==> config.mk <==
export PLATFORM = sky130hd
export DESIGN_NAME = qos_vc_arbiter
export DESIGN_NICKNAME = d
export VERILOG_FILES = /design/src/rtl/qos_vc_arbiter.sv
export SDC_FILE = /design/constraint.sdc
export NUM_CORES = 1
export LEC_CHECK = 0
export BUFFER_PORTS_ARGS = -buffer_cell sky130_fd_sc_hd__buf_2
export CORE_ASPECT_RATIO = 0.75
export CORE_UTILIZATION = 57
export DETAILED_ROUTE_END_ITERATION = 16
export GPL_TIMING_DRIVEN = 0
export HOLD_SLACK_MARGIN = 0.05
export PLACE_DENSITY = 0.85
export REMOVE_ABC_BUFFERS = 1
export SETUP_SLACK_MARGIN = 0.3
export SYNTH_ARGS = -nofsm -noshare
export SYNTH_HDL_FRONTEND = slang
export SYNTH_SLANG_ARGS = --single-unit
==> constraint.sdc <==
create_clock -name clk -period 6 [get_ports clk]
set_input_delay 0.9 -clock clk [delete_from_list [all_inputs] [get_ports clk]]
set_output_delay 0.9 -clock clk [all_outputs]
set_load 0.05 [all_outputs]
==> src/rtl/qos_vc_arbiter.sv <==
// N-channel virtual-channel arbiter: round robin, table, weighted RR and weighted table modes.
// One registered one-hot grant per cycle, chosen from the requests sampled at the previous edge.
module qos_vc_arbiter #(
    parameter int unsigned N_CH      = 4,
    parameter int unsigned IDX_W     = 2,
    parameter int unsigned TBL_DEPTH = 16,
    parameter int unsigned PTR_W     = 4,
    parameter int unsigned WGT_W     = 2
) (
    input  logic                        clk,
    input  logic                        reset,
    input  logic                        enb,
    input  logic [1:0]                  sel,
    input  logic [N_CH-1:0]             req,
    input  logic [N_CH*WGT_W-1:0]       weight,
    input  logic [TBL_DEPTH*IDX_W-1:0]  tbl_data,
    input  logic                        tbl_load,
    output logic [N_CH-1:0]             gnt,
    output logic                        gnt_valid,
    output logic [IDX_W-1:0]            gnt_id,
    output logic [PTR_W-1:0]            tbl_ptr
);

    typedef enum logic [1:0] {
        MODE_RR   = 2'b00,
        MODE_TBL  = 2'b01,
        MODE_WRR  = 2'b10,
        MODE_WTBL = 2'b11
    } mode_t;

    mode_t              sel_q;
    logic [IDX_W-1:0]   rr_ptr;
    logic [WGT_W-1:0]   credit;
    logic [IDX_W-1:0]   tbl [TBL_DEPTH];
    logic [WGT_W-1:0]   wgt [N_CH];

    logic               mode_chg;
    logic [IDX_W-1:0]   base_rr;
    logic [WGT_W-1:0]   base_cr;
    logic [PTR_W-1:0]   base_tp;

    logic               rr_found;
    logic [IDX_W-1:0]   rr_win;
    logic [IDX_W:0]     cand;
    logic [IDX_W-1:0]   slot_ch;
    logic               slot_hit;

    logic [N_CH-1:0]    gnt_nxt;
    logic [IDX_W-1:0]   id_nxt;
    logic [IDX_W-1:0]   rr_nxt;
    logic [WGT_W-1:0]   cr_nxt;
    logic [PTR_W-1:0]   tp_nxt;
    logic [WGT_W-1:0]   used;

    for (genvar i = 0; i < int'(N_CH); i++) begin : g_wgt
        assign wgt[i] = weight[i*WGT_W +: WGT_W];
    end

    function automatic logic [IDX_W-1:0] next_ch(input logic [IDX_W-1:0] c);
        return (c == IDX_W'(N_CH - 1)) ? '0 : c + 1'b1;
    endfunction

    // A mode switch arbitrates as if pointers and credit had just been cleared
    assign mode_chg = enb && (sel != sel_q);
    assign base_rr  = mode_chg ? '0 : rr_ptr;
    assign base_cr  = mode_chg ? '0 : credit;
    assign base_tp  = mode_chg ? '0 : tbl_ptr;

    // Cyclic first-requester search starting at base_rr
    always_comb begin
        rr_found = 1'b0;
        rr_win   = '0;
        cand     = '0;
        for (int unsigned k = 0; k < N_CH; k++) begin
            cand = {1'b0, base_rr} + (IDX_W+1)'(k);
            if (cand >= (IDX_W+1)'(N_CH)) cand = cand - (IDX_W+1)'(N_CH);
            if (!rr_found && req[cand[IDX_W-1:0]]) begin
                rr_found = 1'b1;
                rr_win   = cand[IDX_W-1:0];
            end
        end
    end

    // Out-of-range slot entries behave like idle channels
    assign slot_ch  = tbl[base_tp];
    assign slot_hit = ({1'b0, slot_ch} < (IDX_W+1)'(N_CH)) && req[slot_ch];

    always_comb begin
        gnt_nxt = '0;
        id_nxt  = '0;
        rr_nxt  = rr_ptr;
        cr_nxt  = credit;
        tp_nxt  = tbl_ptr;
        used    = '0;
        if (enb) begin
            rr_nxt = base_rr;
            cr_nxt = base_cr;
            tp_nxt = base_tp;
            case (mode_t'(sel))
                MODE_RR: begin
                    if (rr_found) begin
                        gnt_nxt[rr_win] = 1'b1;
                        id_nxt          = rr_win;
                        rr_nxt          = next_ch(rr_win);
                    end
                end
                MODE_TBL: begin
                    tp_nxt = base_tp + 1'b1;
                    if (slot_hit) begin
                        gnt_nxt[slot_ch] = 1'b1;
                        id_nxt           = slot_ch;
                    end
                end
                MODE_WRR: begin
                    if (rr_found) begin
                        gnt_nxt[rr_win] = 1'b1;
                        id_nxt          = rr_win;
                        used            = (rr_win == base_rr) ? base_cr : '0;
                        if (used >= wgt[rr_win]) begin
                            rr_nxt = next_ch(rr_win);
                            cr_nxt = '0;
                        end else begin
                            rr_nxt = rr_win;
                            cr_nxt = used + 1'b1;
                        end
                    end
                end
                MODE_WTBL: begin
                    if (slot_hit) begin
                        gnt_nxt[slot_ch] = 1'b1;
                        id_nxt           = slot_ch;
                        if (base_cr >= wgt[slot_ch]) begin
                            tp_nxt = base_tp + 1'b1;
                            cr_nxt = '0;
                        end else begin
                            cr_nxt = base_cr + 1'b1;
                        end
                    end else begin
                        tp_nxt = base_tp + 1'b1;
                        cr_nxt = '0;
                    end
                end
                default: ;
            endcase
        end
    end

    // State and registered outputs; a table load is honoured regardless of enb
    always_ff @(posedge clk) begin
        if (reset) begin
            gnt       <= '0;
            gnt_valid <= 1'b0;
            gnt_id    <= '0;
            tbl_ptr   <= '0;
            rr_ptr    <= '0;
            credit    <= '0;
            sel_q     <= MODE_RR;
            for (int k = 0; k < int'(TBL_DEPTH); k++) tbl[k] <= '0;
        end else begin
            gnt       <= gnt_nxt;
            gnt_valid <= |gnt_nxt;
            gnt_id    <= id_nxt;
            tbl_ptr   <= tp_nxt;
            rr_ptr    <= rr_nxt;
            credit    <= cr_nxt;
            if (enb) sel_q <= mode_t'(sel);
            if (tbl_load) begin
                for (int k = 0; k < int'(TBL_DEPTH); k++) tbl[k] <= tbl_data[k*IDX_W +: IDX_W];
            end
        end
    end

endmodule
Word level (Yosys, flattened, before mapping)
Memories as Yosys holds them, arrays and structs flattened.
Index checks and enable logic that the tools add are counted.
Storage, ports and cells
  register bits after elaboration: 17
  bits in writable memories: 32
  bits of input ports: 50
  output and inout bits: 11
  memories kept: 1
Operators by class
  add/subtract/negate cells: 11
  order comparisons: 16
  eq/ne operators: 6
  multiplexer cells: 77
  bitwise logic cells: 19
  reductions and logical operators: 14
Memories
  tbl: words 16, bits a word 2, rd ports 1, clocked after Yosys merged registers in 0, write ports 16, line 34  | logic [IDX_W-1:0] tbl [TBL_DEPTH];
Operator list (number)
  $mux 2: 41
  $mux 4: 6
  $lt 2x3->1 const B: 6
  $mux 1: 16
  $or 1x1->1: 16
  $pmux 4 s2: 2
  $ge 3x3->1 const B: 5
  $pmux 2 s2: 3
  $bmux 1 s2: 5
  $bmux 2 s2: 2
  $sub 2x1->2 const B: 4
  $add 2x1->2 const B: 3
  $add 2x2->3 const B: 2
  $eq 2x2->1 const B: 3
  $logic_and 1x1->1: 6
  $not 2->3: 2
  $reduce_or 2->1: 3
  $add 4x1->4 const B: 1
  $demux 1 s2: 2
  $ge 2x1->1 const B: 2
  $ge 2x2->1: 2
  $reduce_or 4->1: 1
  $add 2x1->3 const B: 1
  $ge 2x3->1 const B: 1
  6 further kinds: 8

Logic depth before layout (Yosys ltp)
Gate-level depths: netlist of the first run.
  depth in word-level cells: 25
  depth in mapped cells: 20
  mapped depth without buffers: 17

Worst setup path before layout of the first run
Ideal clock, no wire load.
  path type: input to register
  start point: input sel[0]
  end point: register rr_ptr[0]
  library setup time: 0.095 ns
  data arrival time: 3.938 ns
  path slack: 1.966 ns
  cell stages on the path: 18
  buffers on the path: 3
  cell sequence: buf_2 xor2_2 o21a_2 buf_6 o31ai_2 a21oi_1 a21o_1 buf_2 and2_1 a211oi_1 a31oi_1 ha_1 nand2b_1 a21oi_1 o21ai_0 a2111oi_2 o21ai_1 o311ai_1
Between the ends
  longest elaborated chain between the ends: 25
  elaborated cells on any way between the ends: 57
  those cells by class: 8 x add/sub; 5 x order compare; 4 x eq/ne; 31 x mux; 1 x bitwise; 8 x reduce/logical
Ends and longest elaborated chain
  start, declared: line 13  | input logic [1:0] sel,
  branches (longest 24 deep; another with $add 2x1->3)
  $pmux 2 s2 *: line 99  | case (mode_t'(sel))
  end signal, assigned: line 164  | rr_ptr <= rr_nxt;
  end, declared: line 32  | logic [IDX_W-1:0] rr_ptr;
Mark *: on every way between the ends. The select of a mux whose other input is x is not followed.
A chain may end at the register's enable or synchronous reset.

Worst setup path after layout of the first run
Ends and elaborated chain as after synthesis.

==> results of run 1 <==
power by group through the flow:
stage                     clock (mW)  sequential (mW)  combinational [mW]
after floorplan                    0            0.418               0.150
after global placement             0            0.407               0.221
after CTS                      0.233            0.401               0.230
final                          0.230            0.401               0.234
after detailed placement           0            0.409               0.229
after global routing           0.245            0.405               0.257
Yosys cell counts, types with 2 or more instances:
library cell,number
buf_6,4
o21a_1,2
or2_2,5
nand3_1,6
o211ai_1,7
nand4b_1,2
xor2_2,2
mux2_2,4
clkbuf_1,15
nand3b_1,2
nand2b_1,5
o21ai_0,13
buf_2,4
nand4_1,2
dfxtp_1,17
ha_1,9
a211oi_1,6
a32oi_1,2
mux2_1,2
mux4_2,4
edfxtp_1,32
nor2b_1,15
mux2i_1,14
o21a_2,2
nand2_1,33
nor2_1,19
o211ai_2,3
a31oi_1,3
nor3_1,5
a21o_1,5
a21oi_1,18
or2_1,3
o2111ai_1,3
o21bai_1,2
inv_1,6
o22ai_1,4
and2_1,26
cell families (layout without fill, tap and decap cells):
group	count (synthesis)	after routing
compound gates	86	86
flops	49	49
simple gates	132	132
fa+ha+maj	9	9
xor+xnor	2	2
buf+inv	32	75
mux	25	25
worst max-delay path, cell delays in order:
cell and delay (ns):
buf_2 0.41, xor2_2 0.22, o21ai_2 0.63, mux2i_1 0.16, a211oi_1 0.44, o21ai_4 0.17
inv_2 0.15, a211oi_1 0.06, a31oi_1 0.25, ha_1 0.29, nand2b_1 0.16, a21oi_1 0.28
o21ai_0 0.20, a2111oi_2 0.39, o21ai_1 0.13, o311ai_1 0.10
worst max path at each step:
stage | start | end | cells after the start | slack (ns)
after global routing | sel[0] | rr_ptr[0] | 16 | 0.99
after CTS | sel[0] | rr_ptr[0] | 16 | 1.41
after detailed placement | sel[0] | rr_ptr[0] | 16 | 1.11
final | sel[0] | rr_ptr[0] | 16 | 1.28
after global placement | sel[0] | rr_ptr[0] | 16 | 1.25
after floorplan | sel[1] | rr_ptr[0] | 15 | 2.14
final cells by class:
cell class | count | area share
multi-input combinational | 254 | 0.497
sequential | 49 | 0.358
timing repair buffer | 60 | 0.0826
tap | 75 | 0.0258
clock buffer | 6 | 0.0200
clock inverter | 2 | 0.00929
inverter | 7 | 0.00723
sequential cells by signal (all words and copies together) (netlist names):
register / count
credit: 2
tbl: 32
rr_ptr: 2
gnt_id: 2
sel_q: 2
gnt_valid: 1
gnt: 4
tbl_ptr: 4
metrics by stage:
step | utilization | cell area, µm² | power, mW
2_1_floorplan | - | 3130 | 0.568
3_3_place_gp | 0.649 | 3530 | 0.628
3_5_place_dp | 0.649 | 3530 | 0.638
4_1_cts | 0.668 | 3630 | 0.865
5_1_grt | 0.668 | 3630 | 0.907
6_report | 0.668 | 3630 | 0.865
routing by layer:
layer  vias up  wire length, µm
met1      1288             3110
li1       1309                -
met5         -                0
met4         0              124
met3        19              497
met2       137             3460
==> results.cfg, run 1 <==
[yosys]
avgSynthCellArea_um2 = 9.75
ys_types = 66
seq_area_frac_synth = 0.398
synth_edf_count = 32
yosys.area_share.xor_xnor = 0.00996
synth_compound_area_frac = 0.196
ys_warn_count = 0
synth-adder-area-share = 0.0345
ys_seq_elements = 49
synthSimpleGateAreaFrac = 0.215
synthTopCellsByArea = edfxtp_1 (29%), dfxtp_1 (10%), and2_1 (5.0%)
synth_top_family_by_area = simple AND/OR/NAND/NOR gates
synthFlopType = edfxtp_1
synth_mux_area_frac = 0.0980
synth_async_sr_flop_share = 0
synth_area_leader_cell = edfxtp_1
syn_area_mm2 = 0.00327
netlist_instances = 335
yosys.area.top_type_share = 0.294

[grt]
grt-ovfl-total = 0
grt_use_met3 = 0.0636
busiest_layer = met2
grt_pass1_wl_um = 11600
antenna_found_initial = 0
grt_start_max_net_pins = 33
grt_util_met1 = 0.331
first_global_vias = 2485
use_met2 = 0.418
track_usage = 0.255

[status]
status = finished clean

[power_and_ir_drop]
p_int_mw = 0.601
power_leakage_nw = 1.46
switching_share = 0.305
seqPwrFrac = 0.464
combinationalPowerShare = 0.271
power_switching_mw = 0.264
power_density_mw_per_mm2 = 238
ir_drop_uv = 115
clkPwrFrac = 0.266

[layout]
layout.cells.non_filler = 453
layout-drive-gt1-share = 0.254
regArea_mm2 = 0.00130
multi_input_area_mm2 = 0.00181
diodes = 0
final_common_cell = buf_2
mostFrequentLayoutCells = buf_2 (60), nand2_1 (33), edfxtp_1 (32)
final_nets = 436
n_fill_cell = 429
syn2layout_area_growth_pct = 11.3

[critical_path]
startpoint_type = input pin
critical_path_class = in2reg
cp.arrival_ns = 4.94
timing.rr.start = sel_q[1]
worst_setup_path_end_kind = flip-flop
worstPathRequired_ns = 6.22
ff2ff_setup_slack_ns = 1.94
r2r_cells = 15
r2r_end = rr_ptr[0]
cp_max_fo = 25

[drt]
drt_iter0_drc = 237
dr_total_vias = 2753
drc = 0
postRouteAntennaNets = 0
viasPerCell = 6.08
drt_pre_antenna_iters = 6
routed_wl_um = 7190
post_drt_wl_per_cell_um = 15.9

[timing]
rsz0062_at_grt = false
fin_skew_ns = 0.00571
worst_slack_ns = 1.28
fin_setup_tns_ns = 0
hold-worst-slack_ns = 0.568
period_minus_slack_ns = 4.72
relSlewSlack = 0.346
slew_violations = 0
setup_viol = 0
tightest_slew_ns = 0.979
clock.fmax_ghz = 0.212
fin_crit_sh = 0.787
timing_hold_violations_final = 0

[placed_design]
routabilityCongestion = 0.860
pre_cts_slack_ns = 1.11
dp.cells = 445
io_buffers = 60
dp_hpwl_um = 5180

[floorplan]
rows = 23
io_pins = 61
die_h_um = 67.6
die_w_um = 89.4
core_area_mm2 = 0.00544
die_area_mm2 = 0.00604
start_util = 0.601

[clocking]
cts_setup_buffers = 0
ctsResizeCount = 0
cts_max_path_buffers = 2
cts_hold_buf = 0
clkSinkCount = 49
cts_max_level = 2
tritoncts = done
insertion_delay_ns = 0.31
cts_buffers = 5
clock-root-buffer = clkbuf_8
clk_pin_slew_ns = 0.08

[min_path]
hp-start = sel_q[0]
hold_path_class = reg2reg
min_to = sel_q[0]
holdPathStages = 2

[run]
maxCapViolations = 0
No activity file was read; power rests on OpenSTA's default activity.
==> inputs of run 2 (changes only) <==
--- a/config.mk
+++ b/config.mk
@@ -7,11 +7,11 @@
 export LEC_CHECK = 0
 export BUFFER_PORTS_ARGS = -buffer_cell sky130_fd_sc_hd__buf_2
 export CORE_ASPECT_RATIO = 0.75
-export CORE_UTILIZATION = 57
+export CORE_UTILIZATION = 51
 export DETAILED_ROUTE_END_ITERATION = 16
 export GPL_TIMING_DRIVEN = 0
 export HOLD_SLACK_MARGIN = 0.05
-export PLACE_DENSITY = 0.85
+export PLACE_DENSITY = 0.8
 export REMOVE_ABC_BUFFERS = 1
 export SETUP_SLACK_MARGIN = 0.3
 export SYNTH_ARGS = -nofsm -noshare
==> constraint.sdc (replaced) <==
create_clock -name clk -period 4.1 [get_ports clk]
set_input_delay 0.615 -clock clk [delete_from_list [all_inputs] [get_ports clk]]
set_output_delay 0.615 -clock clk [all_outputs]
set_load 0.05 [all_outputs]
==> run 2 against run 1 <==
Worst setup slack lost 0.82 ns; non-clock buffer count grew 18; die area grew 11%; final area grew 7.1%; total power grew 55%; critical endpoint unchanged; largest power group unchanged.
==> results.cfg, run 2 (synthesized netlist as in run 1, its figures left out) <==
[power_and_ir_drop]
power_switching_mw = 0.418
switching_share = 0.310
combinationalPowerShare = 0.300
ir_drop_uv = 169
power_density_mw_per_mm2 = 346
clkPwrFrac = 0.261
power_leakage_nw = 1.57
p_int_mw = 0.928
seqPwrFrac = 0.439

[run]
maxCapViolations = 0

[timing]
fin_crit_sh = 0.888
fin_skew_ns = 0.00692
relSlewSlack = 0.324
fin_setup_tns_ns = 0
slew_violations = 0
setup_viol = 0
timing_hold_violations_final = 0
rsz0062_at_grt = false
worst_slack_ns = 0.460
period_minus_slack_ns = 3.64
clock.fmax_ghz = 0.275
tightest_slew_ns = 1.01

[drt]
post_drt_wl_per_cell_um = 16.2
drc = 0
viasPerCell = 5.95
dr_total_vias = 2822
drt_iter0_drc = 217
postRouteAntennaNets = 0
routed_wl_um = 7670
drt_pre_antenna_iters = 5

[placed_design]
post_dp_cell_area_mm2 = 0.00353
dp_hpwl_um = 5180
dp.cells = 448
io_buffers = 60
pre_cts_slack_ns = -0.551
routabilityCongestion = 0.871

[floorplan]
rows = 24
die_w_um = 94.4
start_util = 0.544
core_area_mm2 = 0.00601
die_h_um = 71.3
die_area_mm2 = 0.00673
io_pins = 61

[grt]
grt_pass1_wl_um = 12400
antenna_found_initial = 0
first_global_vias = 2549
grt-ovfl-total = 0
grt_start_max_net_pins = 33
track_usage = 0.237

[clocking]
cts_max_level = 2
clock-root-buffer = clkbuf_8
insertion_delay_ns = 0.31
clk_pin_slew_ns = 0.09
tritoncts = done
cts_hold_buf = 0
clkSinkCount = 49
cts_max_path_buffers = 2
cts_buffers = 5

[layout]
largestRegisters = tbl (32), gnt (4), tbl_ptr (4)
design_area_mm2 = 0.00389
syn2layout_area_growth_pct = 19.1
mostFrequentLayoutCells = buf_2 (58), nand2_1 (33), edfxtp_1 (32)
layout-drive-gt1-share = 0.321
diodes = 0
layout.cells.non_filler = 474
largest_reg_flops = 32
final_nets = 454
final_common_cell = buf_2
largest_register = tbl

[critical_path]
cp.arrival_ns = 3.84
worst_setup_path_end_kind = flip-flop
startpoint_type = input pin
cp_max_fo = 25
worstPathRequired_ns = 4.30
critical_path_class = in2reg

[status]
status = finished clean

[min_path]
hold_path_class = in2reg
## run 2: cell count changes in the layout (fill, tap and decap cells not counted), sizes merged
cell / before / now
buf: 60 / 77
clkbuf: 6 / 7
## run 2: power by group through the flow
stage	clock network, mW	registers, mW	logic, mW
after floorplan	0	0.611	0.219
after global placement	0	0.597	0.326
after detailed placement	0	0.600	0.333
after CTS	0.354	0.589	0.348
after global routing	0.378	0.595	0.437
final	0.351	0.590	0.404
## run 2: final timing paths
kind / from / to / slack [ns] / cells after the start
worst min-delay path: tbl_data[13] / tbl[6][1] / 0.58 / 2
worst max-delay path: sel[0] / rr_ptr[0] / 0.46 / 14
worst max register to register: rr_ptr[1] / rr_ptr[0] / 0.53 / 13
worst min register to register: tbl_ptr[3] / tbl_ptr[3] / 0.59 / 2
## run 2: metal layers
| layer | GRT usage | vias to the layer above | share of wire |
|---|---|---|---|
| met1 | 0.327 | 1323 | 0.43 |
| met5 | 0 | - | 0 |
| met3 | 0.0531 | 13 | 0.076 |
| met2 | 0.372 | 133 | 0.47 |
| li1 | - | 1353 | - |
| met4 | 0.0769 | 0 | 0.017 |
## run 2: worst max-delay path, cell delays in order
cell,delay [ns]
buf_6,0.16
xor2_4,0.20
o21a_4,0.27
o41ai_2,0.41
a21o_2,0.26
buf_4,0.13
mux2_1,0.30
o21ai_0,0.19
ha_1,0.29
a21oi_2,0.21
o21ai_0,0.16
a2111oi_2,0.40
o21ai_1,0.12
o311ai_1,0.10
## run 2: timing repair
item,CTS,global route
setup buffers,3,15
setup endpoints to repair,8,7
resized for setup,9,14
cloned,0,0
pin swaps,1,3
## run 2: area by class of cell
| cell class | count | area (µm²) |
|---|---|---|
| Timing Repair Buffer | 78 | 457 |
| Clock buffer | 6 | 72.6 |
| Clock inverter | 2 | 38.8 |
| Multi-Input combinational cell | 254 | 1890 |
| Sequential cell | 49 | 1310 |
| Tap cell | 78 | 97.6 |
| Fill cell | 459 | 2110 |
| Inverter | 7 | 26.3 |
## run 2: per-stage QoR
step,util,power (mW),hold WS (ns)
floorplan,-,0.831,0.521
global placement,0.588,0.922,0.540
detailed placement,0.588,0.933,0.555
CTS,0.619,1.29,0.575
global route,0.648,1.41,0.574
finish,0.648,1.35,0.575
==> inputs of run 3 (changes only) <==
--- a/config.mk
+++ b/config.mk
@@ -7,11 +7,11 @@
 export LEC_CHECK = 0
 export BUFFER_PORTS_ARGS = -buffer_cell sky130_fd_sc_hd__buf_2
 export CORE_ASPECT_RATIO = 0.75
-export CORE_UTILIZATION = 51
+export CORE_UTILIZATION = 56
 export DETAILED_ROUTE_END_ITERATION = 16
 export GPL_TIMING_DRIVEN = 0
 export HOLD_SLACK_MARGIN = 0.05
-export PLACE_DENSITY = 0.8
+export PLACE_DENSITY = 0.83
 export REMOVE_ABC_BUFFERS = 1
 export SETUP_SLACK_MARGIN = 0.3
 export SYNTH_ARGS = -nofsm -noshare
==> constraint.sdc (replaced) <==
create_clock -name clk -period 3.7 [get_ports clk]
set_input_delay 0.555 -clock clk [delete_from_list [all_inputs] [get_ports clk]]
set_output_delay 0.555 -clock clk [all_outputs]
set_load 0.05 [all_outputs]
==> run 3 against run 2 <==
Flip-flop and latch count unchanged; total power up 22%; final area is 4.6% higher; via count is 9.0% higher; final cell count grew 0.63%; worst setup slack lost 0.15 ns; largest power group unchanged; routed wire length increased by 18%; register-to-register slack worse by 0.17 ns; die area fell by 8.7%.
==> results.cfg, run 3 (synthesized netlist as in run 1, its figures left out) <==
[clocking]
cts_buffers = 5
cts_max_path_buffers = 2
insertion_delay_ns = 0.31
clkSinkCount = 49
clock-root-buffer = clkbuf_8
cts_hold_buf = 0
tritoncts = done
cts_max_level = 2
clk_pin_slew_ns = 0.10

[timing]
clock.fmax_ghz = 0.295
period_minus_slack_ns = 3.39
slew_violations = 0
setup_viol = 0
fin_skew_ns = 0.0126
relSlewSlack = 0.295
tightest_slew_ns = 1.06
rsz0062_at_grt = false
fin_crit_sh = 0.917
timing_hold_violations_final = 0

[power_and_ir_drop]
power_leakage_nw = 1.63
seqPwrFrac = 0.399
power_density_mw_per_mm2 = 402
ir_drop_uv = 277
combinationalPowerShare = 0.317
power_switching_mw = 0.513
switching_share = 0.313
p_int_mw = 1.13
clkPwrFrac = 0.284

[critical_path]
worstPathRequired_ns = 3.94
cp_max_fo = 25
startpoint_type = input pin
worst_setup_path_end_kind = flip-flop
cp.arrival_ns = 3.64
critical_path_class = in2reg
ff2ff_setup_slack_ns = 0.36

[status]
status = finished clean

[drt]
dr_total_vias = 3077
drt_iter0_drc = 482
routed_wl_um = 9080
post_drt_wl_per_cell_um = 19.0
drc = 0
postRouteAntennaNets = 0
viasPerCell = 6.45
drt_pre_antenna_iters = 5

[grt]
antenna_found_initial = 0
first_global_vias = 2658
grt_start_max_net_pins = 33
grt-ovfl-total = 0
grt_pass1_wl_um = 13000
track_usage = 0.270

[placed_design]
routabilityCongestion = 0.860
dp_hpwl_um = 5090
io_buffers = 60
post_dp_cell_area_mm2 = 0.00353
dp.cells = 445

[layout]
mostFrequentLayoutCells = buf_2 (58), nand2_1 (32), edfxtp_1 (32)
largest_register = tbl
largestRegisters = tbl (32), gnt (4), tbl_ptr (4)
design_area_mm2 = 0.00407
layout.cells.non_filler = 477
layout-drive-gt1-share = 0.368
final_common_cell = buf_2
largest_reg_flops = 32
multi_input_area_mm2 = 0.00199
diodes = 0
n_fill_cell = 348
final_nets = 460
syn2layout_area_growth_pct = 24.6
regArea_mm2 = 0.00132

[floorplan]
die_w_um = 90.2
rows = 23
die_h_um = 68.1
core_area_mm2 = 0.00547
start_util = 0.597
io_pins = 61
die_area_mm2 = 0.00615

[min_path]
hold_path_class = in2reg

[run]
maxCapViolations = 0
[run 3: changes by cell type in the layout (fill, tap and decap cells not counted), sizes merged]
cell	previous run	this run
o21a	4	5
clkbuf	7	6
buf	77	82
clkinv	1	0
inv	7	8
bufinv	1	2
[run 3: repair_timing]
item	CTS	global route
cloned	1	0
endpoints found under the setup margin	8	8
resized for setup	23	32
buffers inserted	17	6
pin swaps	7	20
[run 3: critical path: stages]
cell and delay, ns:
buf_12 0.14, xor2_4 0.23, o21ai_4 0.34, a21o_1 0.19
o21ai_1 0.12, a21o_2 0.26, and2_1 0.18, a211oi_2 0.16
a31oi_2 0.08, ha_1 0.29, nand2b_4 0.14, a21oi_2 0.17
buf_4 0.14, nand2_1 0.07, nand2_1 0.09, o21ai_1 0.06
o311a_1 0.13, o32a_1 0.17, nor2_1 0.09
[run 3: cell type report]
class | instances | share of cell area
Timing Repair Buffer | 83 | 0.124
Sequential cell | 49 | 0.323
Clock buffer | 5 | 0.0169
Inverter | 7 | 0.00646
Clock inverter | 3 | 0.0169
Tap cell | 75 | 0.0231
Multi-Input combinational cell | 255 | 0.490
[run 3: path summary, 6_finish.rpt]
check              start        end  depth (start not counted)
max               sel[0]  credit[0]                         19
max reg2reg     sel_q[1]  credit[0]                         18
min          tbl_data[5]  tbl[2][1]                          2
min reg2reg     sel_q[1]   sel_q[1]                          2
[run 3: power by group through the flow]
stage | logic, mW | clock network, mW | registers (mW)
2_1_floorplan | 0.243 | 0 | 0.678
3_3_place_gp | 0.360 | 0 | 0.661
3_5_place_dp | 0.369 | 0 | 0.664
4_1_cts | 0.438 | 0.467 | 0.653
5_1_grt | 0.552 | 0.490 | 0.658
6_report | 0.519 | 0.466 | 0.653
[run 3: per-stage QoR]
stage	hold WS (ns)	setup TNS [ns]	utilization	total power, mW	worst slack (ns)
3_5_place_dp	0.561	-5.29	0.645	1.03	-0.839
5_1_grt	0.513	0	0.744	1.70	0.190
4_1_cts	0.504	0	0.715	1.56	0.292
2_1_floorplan	0.521	0	-	0.920	0.183
6_report	0.507	0	0.744	1.64	0.306
3_3_place_gp	0.540	-4.73	0.645	1.02	-0.720
[run 3: per-layer routing]
metal,vias up,GRT usage,routed length [µm]
li1,1362,-,-
met1,1424,0.364,3540
met2,233,0.444,4290
met3,58,0.0522,837
met4,0,0.0907,406
met5,-,0,0
